$ cat src/rtl/nano_pkg.sv
// Shared nanoprocessor definitions: datapath width and ALU opcode encoding,
// imported by both the controller and the accumulator/ALU stage.
package nano_pkg;

  localparam int WIDTH = 8;

  // Opcodes 13..15 carry no name and decode as NOP.
  typedef enum logic [3:0] {
    OP_NOP = 4'd0,
    OP_AND = 4'd1,
    OP_OR  = 4'd2,
    OP_XOR = 4'd3,
    OP_ADD = 4'd4,
    OP_ADC = 4'd5,
    OP_SUB = 4'd6,
    OP_SBC = 4'd7,
    OP_ROL = 4'd8,
    OP_ROR = 4'd9,
    OP_LDA = 4'd10,
    OP_CLC = 4'd11,
    OP_SEC = 4'd12
  } alu_op_t;

endpackage

$ cat src/rtl/alu_core.sv
// Purely combinational ALU: result/cout from op, a (ACC), b (operand), cin (C).
import nano_pkg::*;

module alu_core #(
  parameter int W = nano_pkg::WIDTH
) (
  input  alu_op_t        op,
  input  logic [W-1:0]   a,
  input  logic [W-1:0]   b,
  input  logic           cin,
  output logic [W-1:0]   result,
  output logic           cout
);

  logic [W:0] sum;
  logic [W:0] cin_ext;

  assign cin_ext = {{W{1'b0}}, cin};

  always_comb begin
    sum    = '0;
    result = a;
    cout   = cin;
    case (op)
      OP_AND: result = a & b;
      OP_OR:  result = a | b;
      OP_XOR: result = a ^ b;
      OP_ADD: begin
        sum    = {1'b0, a} + {1'b0, b};
        result = sum[W-1:0];
        cout   = sum[W];
      end
      OP_ADC: begin
        sum    = {1'b0, a} + {1'b0, b} + cin_ext;
        result = sum[W-1:0];
        cout   = sum[W];
      end
      // Subtraction wraps in W+1 bits, so the top bit is the borrow out.
      OP_SUB: begin
        sum    = {1'b0, a} - {1'b0, b};
        result = sum[W-1:0];
        cout   = sum[W];
      end
      OP_SBC: begin
        sum    = {1'b0, a} - {1'b0, b} - cin_ext;
        result = sum[W-1:0];
        cout   = sum[W];
      end
      OP_ROL: begin
        result = {a[W-2:0], cin};
        cout   = a[W-1];
      end
      OP_ROR: begin
        result = {cin, a[W-1:1]};
        cout   = a[0];
      end
      OP_LDA: result = b;
      OP_CLC: cout   = 1'b0;
      OP_SEC: cout   = 1'b1;
      default: ;
    endcase
  end

endmodule

$ cat src/rtl/acc_alu.sv
// Accumulator/ALU datapath stage: holds ACC, C and the output-port register,
// and returns Z/C to the sequencing controller.
import nano_pkg::*;

module acc_alu #(
  parameter int WIDTH = nano_pkg::WIDTH
) (
  input  logic             clk,
  input  logic             reset,
  input  logic [7:0]       I,
  input  logic [WIDTH-1:0] data_in,
  input  logic             load_ACC,
  input  logic             load_OUT,
  output logic [WIDTH-1:0] ACC,
  output logic [WIDTH-1:0] data_out,
  output logic [WIDTH-1:0] OUT,
  output logic             Z,
  output logic             C
);

  logic [WIDTH-1:0] result;
  logic             cout;

  alu_core #(.W(WIDTH)) u_core (
    .op     (alu_op_t'(I[3:0])),
    .a      (ACC),
    .b      (data_in),
    .cin    (C),
    .result (result),
    .cout   (cout)
  );

  // OUT samples the pre-edge ACC, so a coincident load_ACC does not leak in.
  always_ff @(posedge clk or posedge reset) begin
    if (reset) begin
      ACC <= '0;
      C   <= 1'b0;
      OUT <= '0;
    end else begin
      if (load_ACC) begin
        ACC <= result;
        C   <= cout;
      end
      if (load_OUT) OUT <= ACC;
    end
  end

  assign data_out = ACC;
  assign Z        = (ACC == '0);

endmodule

$ cat config.mk
export PLATFORM = sky130hd
export DESIGN_NAME = acc_alu
export DESIGN_NICKNAME = d
export VERILOG_FILES = /design/src/rtl/nano_pkg.sv /design/src/rtl/alu_core.sv /design/src/rtl/acc_alu.sv
export SDC_FILE = /design/constraint.sdc
export NUM_CORES = 1
export LEC_CHECK = 0
export ABC_AREA = 1
export BUFFER_PORTS_ARGS = -buffer_cell sky130_fd_sc_hd__buf_2
export CAP_MARGIN = 25
export CORE_AREA = 2 2 86 88
export DETAILED_ROUTE_END_ITERATION = 10
export DIE_AREA = 0 0 88 90
export PLACE_DENSITY = 0.6
export SLEW_MARGIN = 20
export SYNTH_ARGS = -nofsm -noshare
export SYNTH_HDL_FRONTEND = slang
export SYNTH_SLANG_ARGS = --single-unit
$ cat constraint.sdc
create_clock -name clk -period 2.4 [get_ports clk]
set_clock_uncertainty 0.1 [all_clocks]
set_input_delay 0.12 -clock clk [delete_from_list [all_inputs] [get_ports clk]]
set_output_delay 0.12 -clock clk [all_outputs]
set_load 0.05 [all_outputs]
* After elaboration in Yosys (flattened, before gate mapping)
Cells that the tools add are included.
Storage, ports and cells: output and inout port bits 26, register bits 17, bits of input ports 20
Operators by class: reductions and logical operators 5, bitwise operators 3, equal/unequal tests 12, muxes and demuxes 2, add/subtract/negate cells 4
Operator list (count):
- one-hot mux 8 bit (10 select lines) | 1
- equality test 4 bit, second input constant | 5
- equality test 4 x 3 -> 1 bit, second input constant | 4
- nonzero test 10 bit | 1
- adder 8 x 8 -> 9 bit | 1
- adder 9 x 1 -> 9 bit | 1
- subtractor 8 x 8 -> 9 bit | 1
- subtractor 9 x 1 -> 9 bit | 1
- bitwise AND 8 bit | 1
- equality test 4 x 2 -> 1 bit, second input constant | 2
- logical NOT 8 bit | 1
- OR 8 bit | 1
- one-hot mux 1 bit (8 select lines) | 1
- nonzero test 8 bit | 1
- XOR 8 bit | 1
- equality test 4 x 1 -> 1 bit, second input constant | 1
- AND reduction 2 bit | 2

* Logic depth before layout (Yosys ltp)
Gate-level depths: netlist (run 1).
depth after elaboration 3, mapped depth 18, gate-level depth less buffers 18

* By module
From an unflattened synthesis (run 1), not the netlist that was laid out.
Second synthesis, totals: cell total of the unflattened synthesis 472, area, all modules 2915.3 um2
Modules (own cells, without submodules):
- alu_core | area each 2147.1 um2, cells an instance 392, instances 1
- acc_alu | area each 768.2 um2, cells an instance 80, instances 1

* Worst setup path after synthesis (run 1)
No wires, ideal clock.
path type reg2reg, start register ACC[0], end register C, buffers on the path 0, arrival time 2525 ps, data required time 2182 ps, clock period less this slack 2743 ps, stages on the path, launching flop included 16, slack -343 ps, library setup time 118 ps, cell sequence dfrtp_1 -> inv_1 -> ha_1 -> inv_1 -> fa_1 -> inv_1 -> ha_1 -> inv_1 -> nor2_2 -> nand3_1 -> nor2_2 -> nand4_1 -> nand3_1 -> nand3_1 -> nand2_1 -> nand2_1
Between the ends: word-level cells in the longest chain between the ends 3, elaborated cells on any way between the ends 5
RTL lines:
- from (decl) | RTL line acc_alu.sv:14 | output logic [WIDTH-1:0] ACC,
- from (signal assigned) | RTL line acc_alu.sv:41 | ACC <= result;
- subtractor 8 x 8 -> 9 bit or adder 8 x 8 -> 9 bit (tied branches)
- subtractor 9 x 1 -> 9 bit or adder 9 x 1 -> 9 bit (tied branches) | RTL line alu_core.sv:45, alu_core.sv:34
- one-hot mux 1 bit (8 select lines) (*) | RTL line alu_core.sv:24 | case (op)
- to (signal assigned) | RTL line acc_alu.sv:42 | C <= cout;
- to (decl) | RTL line acc_alu.sv:18 | output logic C
Every way passes the cells marked *; elsewhere a longest branch is shown, timed or not. A chain may end at the register's enable or synchronous reset.

* Final worst setup path (run 1)
start register ACC[0], end register ACC[2]
Between the ends: word-level cells in the longest chain between the ends 3, elaborated cells on any way between the ends 5
RTL lines (RTL line):
- subtractor 8 x 8 -> 9 bit or adder 8 x 8 -> 9 bit (tied branches)
- subtractor 9 x 1 -> 9 bit or adder 9 x 1 -> 9 bit (tied branches) | alu_core.sv:45, alu_core.sv:34
- one-hot mux 8 bit (10 select lines) (*) | alu_core.sv:24
Marks and branches as above.

==> impl_results.md, run 1 <==
* Effective utilization at floorplan at 38.4%
* Antenna viol nets, final at 0
* I/O Buffers at 41
* Startpoint of the most critical register-to-register path: ACC[0]
* Count of standard-cell rows at 31
* Launching instance or port of the critical path: ACC[0]
* Top cells by area, synth: dfrtp_1 16%, nand2_1 14%, ha_1 13%, inv_1 9.1%, nand3_1 7.2%
* Total length of routed wires at 8.49 mm
* Portion of total power attributed to the clock network at 8.3%
* Pre-CTS worst setup slack at -67.7 ps
* Horizontal die dimension at 88 um
* Worst R2R Path Depth at 14
* Worst voltage drop across the vdd grid at 0.533 mV
* Smallest setup slack after layout at -64.5 ps
* # clock sinks at 17
* Category of the worst setup path launch point: register
* Area share of xor/xnor cells in the synthesized design at 0%
* Fraction of the yosys area taken by sequential cells at 15.8%
* Worst Path Class, Setup: reg2reg
* Combinational family with the most area after synthesis: simple AND/OR/NAND/NOR gates
* Setup violations, final at 3
* CORE AREA at 7020 um^2
* Fraction of layout cells with a size suffix above 1 at 32.0%
* Net switching component of the power at 1.44 mW
* Synth Area in Compound Gates at 16.6%
* Met3 capacity usage during global routing at 1.10%
* Fraction of the core area covered by cells at the end of the flow at 48.3%
* Setup crit end: ACC[2]
* Area enclosed by the die boundary at 7920 um^2
* Setup TNS at -155 ps
* Worst-case headroom to the max-slew limit at 58.5%
* Global-route wire length before repair at 14.2 mm
* Met1 Resource Use GR at 30.6%
* Routed WL per cell at 14.2 um
* Final Wtd Congestion at 0.947
* Cell Pwr Density at 743 nW/um^2
* Syn Nets at 487
* # H-tree levels at 1
* Total count of hold-check failures in the final report at 0
* Yosys top cell by area: dfrtp_1
* Synthesized area at 2690 um^2
* Die Height at 90 um
* Portion of total power attributed to sequential cells at 15.7%
* Number of top-level pins at 46
* Leak at 1.71 nW
* Result of the run: finished with violations
* Number of synthesized flops with an enable pin at 0
* Overall global routing resource usage at 22.3%
* Vias in the first global route at 3051
* Ratio of routed vias to standard cells at 5.20
* Max-cap viol count at 0
* DRC violation count after routing at 0
* Failing checks: negative setup slack
* Clock slew at the register clock pins of the worst setup and hold paths at 60 ps
* Mux contribution to synthesized area at 0%
* Fraction of the mapped netlist area in adder cells at 14.5%
* Worst setup EP type: register
* Switch share at 57.0%
* Bufs on Longest Clock Path at 2
* Min-delay worst type: in2reg
* Later-pin clock latency in the skew report at 250 ps
* Worst-path fanout max at 4
* Total cell area at the placement stage at 3170 um^2
* Required time at the endpoint of the critical path at 2430 ps
* Data arrival time of the critical path at 2500 ps
* Initial antenna violation count at 0
* Final clock period utilization by the worst path at 103%
* Synthesized-area fraction occupied by and/or/nand/nor cells at 37.9%
* Fraction of synthesized cell area taken by the top area cell type at 15.8%
* Unrepaired setup endpoints after global routing: true
* Largest net degree at the start of global routing at 18
* Clock buffers created by TritonCTS at 3
* Post-route non-filler standard cell count at 596
* Register-to-register setup slack at -60 ps
* Layout area overhead at 26.0%
* Synth unique cells at 36
* Fraction of power consumed by combinational cells at 76.0%
* CTS Root Cell: clkbuf_8
* Synth Area per Inst at 6.16 um^2
* Register cell area after layout at 432 um^2
* Placed Cells incl. Taps at 587
* Detailed router's first-iteration violation count at 220
* Peak-usage layer in the global routing report: met2
* Count of state elements after synthesis at 17
* Final worst path period need at 2460 ps
* Diodes inserted at 0
* Internal Dissipation at 1.08 mW
* Worst r2r dst: ACC[2]
* Commonest register cell after synthesis: dfrtp_1
* Maximum clock frequency at 406 MHz
* Number of iterations in the first detailed-routing pass at 5
* Vias at 3100
* Detailed Place HPWL at 7.06 mm
* Net count of the finished layout at 548
* Overall overflow remaining after global route at 0
* Actual slew at the worst max-slew pin at 622 ps
* Combined area of the multi-input logic cells at 2050 um^2
* Cell count after synthesis at 437
* CTS tree: yes
* Synth Warn # at 0
* Final standard cell area without fillers at 3390 um^2
* Share of async-settable or async-resettable flops after synthesis at 100%
* Layout filler cell count at 742
* Final slew viol count at 0
* Global routing met2 resource utilization at 35.6%
## worst min-delay path by stage
stage / cells past startpoint / slack, ps / to / from
6_report: 4 / 60 / C / load_ACC
5_1_grt: 4 / 90 / C / load_ACC
4_1_cts: 4 / 60 / C / load_ACC
3_5_place_dp: 2 / 150 / OUT[1] / reset
3_3_place_gp: 2 / 130 / OUT[1] / reset
2_1_floorplan: 1 / -50 / ACC[5] / reset
## per-layer routing
metal	wire length (um)	part of all wire [%]
met1	3840	45
met2	3920	46
met3	385	4.5
met4	341	4.0
met5	0	0
## flip-flops by register name, summed over array words and instances, names as in the netlist
| name | cells |
|---|---|
| C | 1 |
| OUT | 8 |
| ACC | 8 |
## metrics by stage
| stage | total power, mW | hold WS, ps |
|---|---|---|
| after CTS | 2.43 | 59.2 |
| after global placement | 2.16 | 133 |
| after floorplan | 1.70 | -54.3 |
| after global routing | 2.74 | 88.0 |
| final | 2.52 | 61.8 |
| after detailed placement | 2.17 | 149 |
## repair_timing
item,4_1_cts,5_1_grt
buffers inserted,2,2
cloned,0,0
pin swaps,14,9
resized for setup,12,26
endpoints found under the hold margin,17,0
hold buffers,1,0
setup endpoints to repair,7,8
## power groups by stage
| stage | logic [mW] | registers (mW) | clock network [mW] |
|---|---|---|---|
| 6_report | 1.92 | 0.396 | 0.209 |
| 5_1_grt | 2.10 | 0.404 | 0.231 |
| 4_1_cts | 1.82 | 0.395 | 0.223 |
| 3_5_place_dp | 1.77 | 0.399 | 0 |
| 3_3_place_gp | 1.76 | 0.397 | 0 |
| 2_1_floorplan | 1.07 | 0.629 | 0 |
## worst max-delay path, stage by stage, from the launching register on
cell and delay [ps]:
dfrtp_2 450, inv_4 80, ha_4 120, inv_2 40, fa_2 540, inv_2 50, ha_4 150, inv_2 60
nor2_4 40, nor2_2 110, nor2_1 50, nor3_1 170, nand4_1 160, o211ai_1 130, o21ai_1 90
## cells by family (layout without fill, tap and decap cells)
logic type      after synthesis  after routing
simple gates                224            224
buf+inv                      92            152
compound gates               74             74
fa+ha+maj                    30             30
flops                        17             17
## layout make-up
type                       count  share of cell area, %
inverter                      76                   8.71
timing repair buffer          72                   13.1
sequential                    17                   12.7
multi-input combinational    328                   60.5
tap                           99                   3.65
clock buffer                   4                   1.33
## Yosys cell counts, types with 2 or more instances
library cell,number
clkbuf_1,2
nand2_2,11
nor3_1,4
nor2_2,10
o31ai_1,2
o21bai_1,2
ha_1,28
o21ai_1,15
o22ai_1,11
buf_6,3
a21oi_1,22
dfrtp_1,17
nand2_1,101
fa_1,2
nand4_1,13
inv_2,10
nand2_4,2
o211ai_1,5
nand3b_1,4
buf_2,2
nor2_1,38
a31oi_1,2
o21ai_0,7
nand3_1,39
a221oi_1,2
buf_4,9
inv_1,65
## placed cells by master, fill, tap and decap left out, drive strengths merged
cell,instances
nor3,4
o31ai,2
o221ai,1
o21ai,24
o22ai,11
fa,2
or2,1
nand3,39
inv,76
a221oi,2
o2111a,1
a31oi,2
nand4,13
nand2,114
a211oi,1
o21bai,2
dfrtp,17
a21oi,22
clkbuf,4
ha,28
o211ai,5
buf,71
o2111ai,1
nor2,49
dlygate4sd3,1
nand3b,4
Note: power is estimated with default switching activity, not from simulation.
==> run 2, diff against run 1 <==
- PLACE_DENSITY: 0.6 -> 0.57
- clock period: 2.4 -> 3.1 ns (I/O delays scaled with it)
==> impl_results.md, run 2 (synthesis gave the netlist of run 1 again) <==
* Worst r2r dst: ACC[7]
* Detailed Place HPWL at 7.05 mm (-0.15%)
* Horizontal die dimension at 88 um (unchanged)
* # H-tree levels at 1 (unchanged)
* Unrepaired setup endpoints after global routing: false
* Cell type group with the largest total delay on the critical path: simple AND/OR/NAND/NOR gates
* Overall overflow remaining after global route at 0 (unchanged)
* Overall global routing resource usage at 22.5% (+0.17 points)
* Effective utilization at floorplan at 38.4% (unchanged)
* Antenna viol nets, final at 0 (unchanged)
* Biggest registers after layout: ACC x8, OUT x8, C x1
* Vias in the first global route at 2910 (-4.6%)
* Final worst path period need at 2650 ps (+189 ps)
* Routed WL per cell at 15.0 um (+5.0%)
* Worst setup EP type: register
* CTS Root Cell: clkbuf_8
* Layout area overhead at 10.4%
* Initial antenna violation count at 0 (unchanged)
* Largest net degree at the start of global routing at 18 (unchanged)
* Final clock period utilization by the worst path at 85.6% (-17 points)
* Slowest stage cell, crit path: ha_1
* Fraction of layout cells with a size suffix above 1 at 17.9% (-14 points)
* Critical path, cell by cell: inv_1 > ha_1 > inv_6 > nand2_2 > nand2_1 > nand2_1 > nand2_1 > nand2_1 > inv_1 > nor2_1 > nand3_1 > nand2_1 > nand2_1 > nand2_1 > nand3_1 > nand2_1 > nand2_1
* Portion of total power attributed to the clock network at 9.5% (+1.2 points)
* Die Height at 90 um (unchanged)
* Worst Path Class, Setup: reg2reg
* Diodes inserted at 0 (unchanged)
* Maximum clock frequency at 377 MHz (-7.1%)
* Switch share at 59.6% (+2.6 points)
* Met1 Resource Use GR at 31.3% (+0.62 points)
* Met3 capacity usage during global routing at 2.02% (+0.92 points)
* Leak at 1.56 nW (-8.5%)
* Layout filler cell count at 783 (+5.5%)
* Max-cap viol count at 0 (unchanged)
* Detailed router's first-iteration violation count at 227 (+3.2%)
* Worst R2R Path Depth at 17 (+3)
* Final Wtd Congestion at 0.957 (+1.1%)
* Number of top-level pins at 46 (unchanged)
* I/O Buffers at 41 (unchanged)
* Most frequent cells in the layout: 101 x nand2_1, 65 x inv_1, 41 x buf_2
* Data arrival time of the critical path at 2690 ps (+190 ps)
* Bufs on Longest Clock Path at 2 (unchanged)
* Hold-critical path endpoint: C
* Later-pin clock latency in the skew report at 250 ps (about the same)
* Gates resized, CTS repair at 0 (-12)
* Min-Delay Path Depth at 4 (unchanged)
* Hold path start: load_ACC
* Startpoint of the most critical register-to-register path: ACC[2]
* Worst voltage drop across the vdd grid at 0.397 mV (-26%)
* Count of standard-cell rows at 31 (unchanged)
* Total cell area at the placement stage at 2920 um^2 (-8.1%)
* Register cell area after layout at 425 um^2 (-1.4%)
* Combined area of the multi-input logic cells at 1860 um^2 (-9.5%)
* Portion of total power attributed to sequential cells at 18.9% (+3.2 points)
* Most Frequent Cell on Critical Path: nand2_1
* Stage delay of the slowest cell on the critical path at 560 ps (+20 ps)
* Fraction of power consumed by combinational cells at 71.6% (-4.4 points)
* Area enclosed by the die boundary at 7920 um^2 (unchanged)
* Most frequent standard cell in the layout excluding fill and tap cells: nand2_1
* Ratio of routed vias to standard cells at 5.14 (-1.1%)
* DRC violation count after routing at 0 (unchanged)
* Clock buffers created by TritonCTS at 3 (unchanged)
* Actual slew at the worst max-slew pin at 638 ps (+15.7 ps)
* CTS tree: yes
* Total length of routed wires at 8.50 mm (about the same)
* Setup TNS at 0 ps (+155 ps)
* Cell Pwr Density at 573 nW/um^2 (-23%)
* Net switching component of the power at 1.02 mW (-29%)
* Power Total at 1.70 mW (-32%)
* Net count of the finished layout at 520 (-5.1%)
* CORE AREA at 7020 um^2 (unchanged)
* # clock sinks at 17 (unchanged)
* Peak-usage layer in the global routing report: met2
* Result of the run: finished, final reports clean
* Worst-case headroom to the max-slew limit at 57.4% (-1.1 points)
* Total count of hold-check failures in the final report at 0 (unchanged)
* Clock slew at the register clock pins of the worst setup and hold paths at 60 ps (about the same)
* Setup violations, final at 0 (-3)
* Register-to-register setup slack at 450 ps (+510 ps)
* Final slew viol count at 0 (unchanged)
* Final standard cell area without fillers at 2970 um^2 (-12%)
* Worst-path fanout max at 8 (+4)
* Number of iterations in the first detailed-routing pass at 5 (unchanged)
* Number of buffer and inverter stages on the critical path at 3 (-1)
* Global-route wire length before repair at 14.1 mm (-1.0%)
* Internal Dissipation at 0.687 mW (-37%)
* Category of the worst setup path launch point: register
* Global routing met2 resource utilization at 36.4% (+0.82 points)
* Min-delay worst type: in2reg
* Vias at 2921 (-5.8%)
* Required time at the endpoint of the critical path at 3140 ps (+710 ps)
## run 2: area by class of cell
| class | count | area share, % |
|---|---|---|
| clock buffer | 4 | 1.52 |
| multi-input combinational | 328 | 62.5 |
| inverter | 76 | 9.76 |
| timing repair buffer | 44 | 7.74 |
| sequential | 17 | 14.3 |
| tap | 99 | 4.17 |
## run 2: worst max-delay path by stage
stage | cells past startpoint | to | startpoint
2_1_floorplan | 15 | C | ACC[0]
3_3_place_gp | 15 | ACC[6] | ACC[0]
3_5_place_dp | 15 | C | ACC[0]
4_1_cts | 15 | ACC[6] | ACC[0]
5_1_grt | 17 | ACC[7] | ACC[2]
6_report | 17 | ACC[7] | ACC[2]
## run 2: what timing repair did
action / CTS / global route
hold endpoints to repair: 17 / 0
setup buffers: 0 / 0
hold buffers: 1 / 0
## run 2: per-layer routing
layer | vias to the layer above | wire length [um]
li1 | 1483 | -
met1 | 1334 | 4040
met5 | - | 0
met4 | 0 | 166
met3 | 11 | 377
met2 | 93 | 3920
## run 2: tightest hold or removal path: stages
cell and delay (ps):
buf_2 110, nand2_1 60, nand2_1 50, nand2_1 70
## run 2: per-stage QoR
step / cells / hold slack (ps) / setup WS, ps / util [%]
final: 568 / 140 / 446 / 42.3
after global routing: 568 / 172 / 118 / 42.3
after CTS: 568 / 134 / 450 / 42.3
after detailed placement: 563 / 174 / 467 / 41.6
after global placement: 563 / 175 / 483 / 41.6
after floorplan: 437 / -18.9 / 357 / -
## run 2: power groups by stage
stage          sequential [mW]  clock, mW  combinational (mW)
3_5_place_dp             0.324          0                1.21
5_1_grt                  0.329      0.178                1.35
6_report                 0.322      0.161                1.22
4_1_cts                  0.321      0.169                1.21
2_1_floorplan            0.481          0               0.797
3_3_place_gp             0.323          0                1.20
==> run 3, diff against run 2 <==
- CORE_AREA: 2 2 86 88 -> 2 2 80 82
- DIE_AREA: 0 0 88 90 -> 0 0 82 84
- PLACE_DENSITY: 0.57 -> 0.69
- SYNTH_HIERARCHICAL: not set -> 1
==> impl_results.md, run 3 <==
* Setup crit end: ACC[3]
* Pre-CTS worst setup slack at 226 ps (-242 ps)
* Stage delay of the slowest cell on the critical path at 450 ps (-110 ps)
* Vias in the first global route at 2984 (+2.5%)
* Final Wtd Congestion at 0.973 (+1.7%)
* Fraction of synthesized cell area taken by the top area cell type at 15.5% (-0.35 points)
* Startpoint of the most critical register-to-register path: ACC[0]
* Worst Path Class, Setup: reg2reg
* Combinational family with the most area after synthesis: simple AND/OR/NAND/NOR gates
* Worst r2r dst: ACC[3]
* Result of the run: finished, final reports clean
* Final worst path period need at 2790 ps (+140 ps)
* Critical path, cell by cell: inv_1 > ha_1 > inv_1 > fa_1 > or2_1 > nand2_1 > nor2_1 > nand3_2 > a21oi_1 > nor3_1 > nand2_1 > nor2_1 > o21ai_1 > nand2_1 > o21ai_0
* Post-CTS Setup Inserts at 0 (unchanged)
* Mux contribution to synthesized area at 0% (unchanged)
* Count of standard-cell rows at 29 (-6.5%)
* Syn Nets at 523 (+7.4%)
* Cell type group with the largest total delay on the critical path: simple AND/OR/NAND/NOR gates
* Yosys top cell by area: nand2_1
* Leading cell type by number of instances after synthesis: nand2_1
* Fraction of the core area covered by cells at the end of the flow at 51.4% (+9.0 points)
* Fraction of the yosys area taken by sequential cells at 14.6% (-1.2 points)
* DRC violation count after routing at 0 (unchanged)
* Final standard cell area without fillers at 3130 um^2 (+5.3%)
* Total length of routed wires at 8.54 mm (+0.54%)
* Leak at 1.64 nW (+5.2%)
* Total count of hold-check failures in the final report at 0 (unchanged)
* I/O Buffers at 41 (unchanged)
* Worst-case headroom to the max-slew limit at 52.7% (-4.8 points)
* Top cells by area, synth: nand2_1 15%, dfrtp_1 15%, ha_1 12%, inv_1 9.0%, nand3_1 6.7%
* Die Height at 84 um (-6.7%)
* Detailed Place HPWL at 6.97 mm (-1.0%)
* Max-cap viol count at 0 (unchanged)
* Worst R2R Path Depth at 15 (-2)
* # clock sinks at 17 (unchanged)
* Area enclosed by the die boundary at 6890 um^2 (-13%)
* Required time at the endpoint of the critical path at 3120 ps (-20 ps)
* Maximum clock frequency at 358 MHz (-5.0%)
* Count of state elements after synthesis at 17 (unchanged)
* Fraction of layout cells with a size suffix above 1 at 18.5% (+0.62 points)
* Number of synthesized flops with an enable pin at 0 (unchanged)
* Register-to-register setup slack at 310 ps (-140 ps)
* Final slew viol count at 0 (unchanged)
* Worst-path fanout max at 7 (-1)
* Number of top-level pins at 46 (unchanged)
* Most frequent cells in the layout: 120 x nand2_1, 70 x inv_1, 44 x nor2_1
* Synth unique cells at 38 (+5.6%)
* Setup TNS at 0 ps (unchanged)
* Slowest stage cell, crit path: dfrtp_2
* Synthesized-area fraction occupied by and/or/nand/nor cells at 40.0% (+2.2 points)
* Synth Warn # at 6 (+6)
* Final clock period utilization by the worst path at 90.1% (+4.5 points)
* Synthesized area at 2920 um^2 (+8.3%)
* Cell Pwr Density at 595 nW/um^2 (+3.9%)
* Unrepaired setup endpoints after global routing: false
* CTS tree: yes
* Clock buffers created by TritonCTS at 3 (unchanged)
* Detailed router's first-iteration violation count at 215 (-5.3%)
* Bufs on Longest Clock Path at 2 (unchanged)
* Worst setup EP type: register
* Area share of xor/xnor cells in the synthesized design at 0.558% (+0.56 points)
* # H-tree levels at 1 (unchanged)
* Min-delay worst type: in2reg
* Layout area overhead at 7.42%
* Cell count after synthesis at 472 (+8.0%)
* Setup violations, final at 0 (unchanged)
* Worst voltage drop across the vdd grid at 0.510 mV (+28%)
* Share of async-settable or async-resettable flops after synthesis at 100% (unchanged)
* Synth Area per Inst at 6.18 um^2 (+0.24%)
* Launching instance or port of the critical path: ACC[0]
* Antenna viol nets, final at 0 (unchanged)
* Initial antenna violation count at 0 (unchanged)
* Fraction of the mapped netlist area in adder cells at 13.8% (-0.68 points)
* Later-pin clock latency in the skew report at 240 ps (about the same)
* Clock slew at the register clock pins of the worst setup and hold paths at 60 ps (about the same)
* Actual slew at the worst max-slew pin at 707 ps (+69.4 ps)
* Vias at 3158 (+8.1%)
* Most Frequent Cell on Critical Path: nand2_1
* Most frequent standard cell in the layout excluding fill and tap cells: nand2_1
* Commonest register cell after synthesis: dfrtp_1
* Commonest cells in the netlist: 120 x nand2_1, 70 x inv_1, 45 x nor2_1
* CTS Root Cell: clkbuf_8
* Effective utilization at floorplan at 47.8% (+9.5 points)
* Synth Area in Compound Gates at 15.3% (-1.3 points)
* Category of the worst setup path launch point: register
* Number of stages on the worst setup path at 15 (-2)
* Overall overflow remaining after global route at 0 (unchanged)
* Ratio of routed vias to standard cells at 5.45 (+6.1%)
* Routed WL per cell at 14.8 um (-1.4%)
* CORE AREA at 6100 um^2 (-13%)
* Data arrival time of the critical path at 2810 ps (+120 ps)
* Number of buffer and inverter stages on the critical path at 2 (-1)
* Diodes inserted at 0 (unchanged)
* Biggest registers after layout: ACC x8, OUT x8, C x1
* Horizontal die dimension at 82 um (-6.8%)
* Net count of the finished layout at 554 (+6.5%)
* Total cell area at the placement stage at 3070 um^2 (+5.2%)
* Largest net degree at the start of global routing at 19 (+1)
* Overall global routing resource usage at 25.9% (+3.4 points)
* Global-route wire length before repair at 14.1 mm (-0.24%)
* Number of iterations in the first detailed-routing pass at 4 (-1)
* Smallest setup slack after layout at 306 ps (-140 ps)
-- run 3: cell count changes in the layout (fill, tap and decap cells not counted), moves of 5 or more --
cell      change
nand2_1      +19
o21ai_0      +12
o21ai_1      -12
nand3_2       +8
nor2_1        +6
inv_1         +5
o211ai_1      -5
-- run 3: layout make-up --
type / instances / area, um^2
fillers: 654 / 2960
multi-input cells: 359 / 2040
flip-flops and latches: 17 / 427
inverters: 78 / 295
repair buffers: 44 / 230
well taps: 77 / 96.3
clock buffers: 4 / 45.0
-- run 3: how the worst min path moves through the flow --
stage	start	depth (start not counted)	end
4_1_cts	load_OUT	2	OUT[5]
3_3_place_gp	reset	2	OUT[0]
5_1_grt	load_ACC	3	ACC[3]
2_1_floorplan	reset	1	ACC[0]
3_5_place_dp	reset	2	OUT[2]
6_report	load_OUT	2	OUT[5]
-- run 3: through the flow --
stage                     power [mW]  instances  hold slack [ps]
after floorplan                 1.42        472            -18.9
after global placement          1.66        574              170
after detailed placement        1.68        574              175
after CTS                       1.85        579              189
after global routing            2.02        579              211
final                           1.86        579              189
-- run 3: cells by family (layout without fill, tap and decap cells) --
logic type / count (synthesis) / in the layout
xor+xnor: 1 / 1
fa+ha+maj: 31 / 31
buf+inv: 96 / 126
compound gates: 73 / 73
simple gates: 254 / 254
flops: 17 / 17
-- run 3: timing repair --
action                     4_1_cts  5_1_grt
hold endpoints to repair        17        0
hold buffers                     1        0
setup endpoints to repair        0        3
resized for setup                0        3
-- run 3: routing by layer --
metal	wire length, um	vias up	global-route usage, %
met1	3910	1469	35.2
met3	395	12	1.41
met4	153	0	7.58
met2	4090	95	43.6
li1	-	1582	-
met5	0	-	0
-- run 3: where the power goes --
group,leakage (nW),internal (mW),switching (mW),total (mW)
sequential,0.205,0.268,0.0692,0.338
clock,0.0228,0.0910,0.0689,0.160
combinational,1.41,0.377,0.989,1.37
